**src/rtl/regfile_writeback_queue.sv**
```systemverilog
// Register-file writeback queue.
// Collects ALU and load results, keeps them in an in-order circular buffer,
// and drains one entry per cycle onto the register file's single write port.
// Entries still waiting in the buffer are visible to the three decode read
// ports through a youngest-match forwarding search.
module regfile_writeback_queue #(
  parameter int DEPTH = 4,
  parameter int CW    = 3
) (
  input  logic          CLK,
  input  logic          RESET,
  input  logic          ALUValid,
  input  logic [4:0]    ALUReg,
  input  logic [31:0]   ALUData,
  input  logic          MEMValid,
  input  logic [4:0]    MEMReg,
  input  logic [31:0]   MEMData,
  output logic          Stall,
  output logic [4:0]    WriteReg1,
  output logic [31:0]   WriteData1,
  output logic          Write1,
  input  logic [4:0]    RegA1,
  input  logic [4:0]    RegB1,
  input  logic [4:0]    RegC1,
  output logic          HitA1,
  output logic          HitB1,
  output logic          HitC1,
  output logic [31:0]   FwdA1,
  output logic [31:0]   FwdB1,
  output logic [31:0]   FwdC1,
  output logic [CW-1:0] Count
);

  localparam int AW = (DEPTH > 1) ? $clog2(DEPTH) : 1;

  logic [4:0]    r_reg  [DEPTH];
  logic [31:0]   r_data [DEPTH];
  logic [AW-1:0] r_head;
  logic [AW-1:0] r_tail;
  logic [CW-1:0] r_count;

  logic          w_mem_q;
  logic          w_alu_q;
  logic          w_deq;
  logic [AW-1:0] w_alu_slot;
  logic [CW-1:0] w_enq_n;

  // Fewer than two free slots means a dual enqueue might not fit, so hold
  // the producers before that can happen.
  assign Stall   = (r_count > CW'(DEPTH - 2));

  // Writes to $zero are architecturally meaningless and are dropped here.
  assign w_mem_q = ~Stall & MEMValid & (MEMReg != 5'd0);
  assign w_alu_q = ~Stall & ALUValid & (ALUReg != 5'd0);

  // The load is the older instruction, so it takes the tail slot first and
  // the ALU result lands right behind it.
  assign w_alu_slot = w_mem_q ? (r_tail + AW'(1)) : r_tail;
  assign w_enq_n    = CW'(w_mem_q) + CW'(w_alu_q);

  // The head drains every cycle the queue is non-empty.
  assign w_deq      = (r_count != '0);
  assign Write1     = w_deq;
  assign WriteReg1  = w_deq ? r_reg[r_head]  : 5'd0;
  assign WriteData1 = w_deq ? r_data[r_head] : 32'd0;
  assign Count      = r_count;

  // Walk entries oldest to youngest so the last match (closest to tail) wins.
  function automatic logic [32:0] fwd_lookup(input logic [4:0] idx);
    logic [32:0]   v;
    logic [AW-1:0] slot;
    v = '0;
    for (int k = 0; k < DEPTH; k++) begin
      slot = r_head + AW'(k);
      if ((CW'(k) < r_count) && (idx != 5'd0) && (r_reg[slot] == idx))
        v = {1'b1, r_data[slot]};
    end
    return v;
  endfunction

  // Forwarding search for the three decode read ports.
  always_comb begin
    {HitA1, FwdA1} = fwd_lookup(RegA1);
    {HitB1, FwdB1} = fwd_lookup(RegB1);
    {HitC1, FwdC1} = fwd_lookup(RegC1);
  end

  // Entry storage; contents are only meaningful inside the occupied window,
  // so no reset is needed here.
  always_ff @(posedge CLK) begin
    if (w_mem_q) begin
      r_reg[r_tail]  <= MEMReg;
      r_data[r_tail] <= MEMData;
    end
    if (w_alu_q) begin
      r_reg[w_alu_slot]  <= ALUReg;
      r_data[w_alu_slot] <= ALUData;
    end
  end

  // Pointer and occupancy bookkeeping; reset discards all queued entries.
  always_ff @(posedge CLK) begin
    if (RESET) begin
      r_head  <= '0;
      r_tail  <= '0;
      r_count <= '0;
    end else begin
      if (w_deq)
        r_head <= r_head + AW'(1);
      r_tail  <= r_tail + AW'(w_enq_n);
      r_count <= r_count + w_enq_n - CW'(w_deq);
    end
  end

endmodule

```
**config.mk**
```make
export PLATFORM = sky130hd
export DESIGN_NAME = regfile_writeback_queue
export DESIGN_NICKNAME = d
export VERILOG_FILES = /design/src/rtl/regfile_writeback_queue.sv
export SDC_FILE = /design/constraint.sdc
export NUM_CORES = 1
export LEC_CHECK = 0
export BUFFER_PORTS_ARGS = -buffer_cell sky130_fd_sc_hd__buf_2
export CAP_MARGIN = 20
export CORE_MARGIN = 1
export CORE_UTILIZATION = 63
export DETAILED_ROUTE_END_ITERATION = 6
export PLACE_DENSITY = 0.95
export SYNTH_ARGS = -nofsm -noshare
export SYNTH_HDL_FRONTEND = slang
export SYNTH_SLANG_ARGS = --single-unit
```
**constraint.sdc**
```tcl
create_clock -name CLK -period 9.73 [get_ports CLK]
set_input_delay 1.946 -clock CLK [delete_from_list [all_inputs] [get_ports CLK]]
set_output_delay 1.946 -clock CLK [all_outputs]
set_load 0.02 [all_outputs]
```
==> metrics.cfg <==
[status]
status=complete, but fails checks
failed_checks=DRC

[clock_network]
h-tree-depth=4
clk_latency_ns=0.45
cts.sinks=157
cts_hold_buf=0
clockBufferDepth=2
clkTransAtPathRegs_ns=0.07
cts_setup_buffers=0
cts.root.buffer_cell=clkbuf_16
cts_tree=done
numCtsBuffers=17
cts-resized-gates=0

[drt]
dr.pass1.iters=7
vias=13200
drt_wl_total_mm=49.6
avgViaCountPerCell=7.69
dr.first_iter.drc_count=2168
drtAntennaViolNets=0
routedWlPerCell_um=28.9
drc_errors=13

[synth]
synth_top_cell_area_share=0.311
ys_ff_latch=157
ys_warn_count=0
seq_area_frac_synth=0.324
avgSynthCellArea_um2=11.3
synth_nets=1366
async_flop_share=0
ys.flop_type=edfxtp_1
synth_edf_count=148
syn_inst=1263
syn_area_mm2=0.0143
yosysUniqueCellTypes=49
synth_largest_area_cell=edfxtp_1
synthTopCellsByArea=edfxtp_1 31%, mux4_2 19%, mux2_2 13%, mux2i_1 5.5%, xnor2_1 2.7%

[sta]
worst_slew_pin_slew_ns=1.16
setup_viol=0
layout_min_cycle_time_ns=7.40
rsz0062_at_grt=false
finalCritPeriodShare=0.760
report.final.slew_viol_count=0
fin_skew_ns=0.0113
maxSlewHeadroom=0.222
fmax_mhz=135
hold_viol=0
setup_tns_ns=0

[placement]
portBuffers=233
dpl.hpwl_mm=31.1
place_inst=1676
gp_congestion=0.989

[power_and_ir_drop]
p_leak_uw=0.00629
swShare=0.472
cellPowerDensity_mw_per_mm2=332
clockPowerShare=0.128
pwr-share-seq=0.248
peakVddDrop_mv=0.200
p_comb_frac=0.624
power.switching_uw=2550
p_int_uw=2850

[worst_setup_path]
crit_buf_inv=3
critPathCaptureType=output pin
path_common_cell=buf_2
required_ns=7.78
worstPathArrival_ns=5.45
slowest_stage=nand4_1
path_cells=buf_2 -> nor4_1 -> a21oi_1 -> mux2_2 -> nand4_1 -> buf_4 -> and3_1 -> o21ai_0 -> a31oi_1 -> buf_2
cp-start-kind=primary input
critPathTopFamily=simple AND/OR/NAND/NOR gates
max_stage_delay_ns=0.78
path_max_fanout=49
path_class=primary input to output pin

[final_layout]
area_growth_pct=13.8
layout.cells.non_filler=1717
drive_above_1_share=0.426
nFillCells=1391
nets=1523
largest_reg_flops=128

[hold_path]
hold_class=register to register

[grt]
grt_pass1_vias=13100
antenna_found_initial=5
gr-usage-all-layers=0.424
grt_overflow=0
grt_max_degree=66
grt_pass1_wl_mm=74.7

[job]
cap_violations=0

[floorplanning]
initial_utilization=0.648
pin_count=234
die_w_um=153
die-height_um=153
rows=54
design.die.area_mm2=0.0233
coreArea_mm2=0.0220

==> final timing paths <==
kind         startpoint        end  slack (ns)  cells after the start
max            RegA1[1]  FwdA1[19]        2.33                     10
min            Count[0]   Count[0]        0.73                      2
max reg2reg    Count[2]   Count[2]        6.46                     12
min reg2reg    Count[0]   Count[0]        0.73                      2
==> layout make-up <==
cell class / instances / area, um^2 / share of cell area
Multi-Input combinational cell: 949 / 9080 / 0.559
Sequential cell: 157 / 4640 / 0.285
Timing Repair Buffer: 258 / 1430 / 0.0883
Clock buffer: 17 / 425 / 0.0262
Tap cell: 280 / 350 / 0.0216
Clock inverter: 15 / 171 / 0.0106
Inverter: 37 / 139 / 0.00855
Antenna cell: 4 / 10.0 / 0.000616
==> cell usage after synthesis, drive strengths merged, types with 2 or more instances <==
library cell / count
mux2i: 79
o221ai: 23
a311oi: 12
nor4: 4
edfxtp: 148
buf: 36
nand3: 7
o2111ai: 2
a21oi: 42
xor2: 15
or3: 4
dfxtp: 9
mux4: 123
or4: 4
o211ai: 3
nand4: 6
ha: 9
or2: 2
a22oi: 21
o21ai: 74
clkbuf: 84
nor2: 71
nand3b: 3
xnor2: 44
a21o: 2
mux2: 162
nor2b: 35
and2: 36
o311a: 2
nor3b: 3
and3: 20
nand4b: 2
nand2: 71
nor3: 12
a211oi: 5
inv: 37
a31oi: 23
o22ai: 23
==> power groups by stage <==
stage / clock (uW) / combinational [uW] / sequential (uW)
CTS: 688 / 3270 / 1320
global route: 715 / 3520 / 1360
detailed placement: 0 / 3240 / 1340
global placement: 0 / 3120 / 1300
finish: 693 / 3370 / 1340
floorplan: 0 / 2490 / 1140
==> cell families (layout without fill, tap and decap cells) <==
group	Yosys count	in the layout	synth area share
muxes	364	364	0.377
and+or+nand+nor	282	282	0.0985
AOI/OAI and AO/OA	234	234	0.110
DFF	157	157	0.324
buffers and inverters	157	327	0.0445
xor gates and xnor gates	59	59	0.0362
adders and majority gates	10	10	0.00929
other	0	4	0
==> metal layers <==
| metal | wire, um | track usage | up-vias |
|---|---|---|---|
| met5 | 0 | 0 | - |
| met4 | 3330 | 0.298 | 0 |
| met3 | 7600 | 0.118 | 349 |
| met2 | 23000 | 0.668 | 1414 |
| met1 | 15600 | 0.508 | 6189 |
| li1 | - | - | 5244 |
==> stage by stage <==
| step | power (uW) | setup slack, ns | util | area, um^2 | hold slack [ns] |
|---|---|---|---|---|---|
| after CTS | 5280 | 2.18 | 0.733 | 16200 | 0.741 |
| after detailed placement | 4570 | 2.18 | 0.706 | 15600 | 0.689 |
| after global routing | 5600 | 2.28 | 0.738 | 16200 | 0.782 |
| after global placement | 4420 | 2.43 | 0.704 | 15500 | 0.647 |
| after floorplan | 3630 | 3.38 | - | 14300 | 0.678 |
| final | 5400 | 2.33 | 0.738 | 16200 | 0.734 |
==> tightest hold or removal path, stage by stage, from the launching register on <==
cell	delay, ns
dfxtp_1	0.40
ha_1	0.16
nor2b_1	0.13
==> layout by cell type, fill, tap and decap left out, types with 4 or more instances in the layout <==
cell        Yosys  layout
o21ai_0        71      69
mux2i_1        79      79
nor2b_1        35      35
dfxtp_1         9       5
inv_1          36      36
edfxtp_1      148     148
xnor2_1        44      44
buf_2          13     233
o221ai_1        6       6
xor2_1         15      15
buf_4           0      18
a22oi_1        21      21
nor2_1         71      69
nand4_1         6       6
nor4_1          4       4
nand2_1        71      69
o22ai_1        23      23
o221ai_2       17      17
diode_2         0       4
and2_1         35      35
nor3_1         12      10
mux4_2        123     123
ha_1            9       9
nand3_1         7       7
and3_1         20      20
a211oi_1        5       5
a311oi_1       12      12
a31oi_1        23      23
a21oi_1        42      41
clkbuf_16       0      17
clkinvlp_4      0       4
mux2_2        162     162
Note: power is estimated with default switching activity, not from simulation.
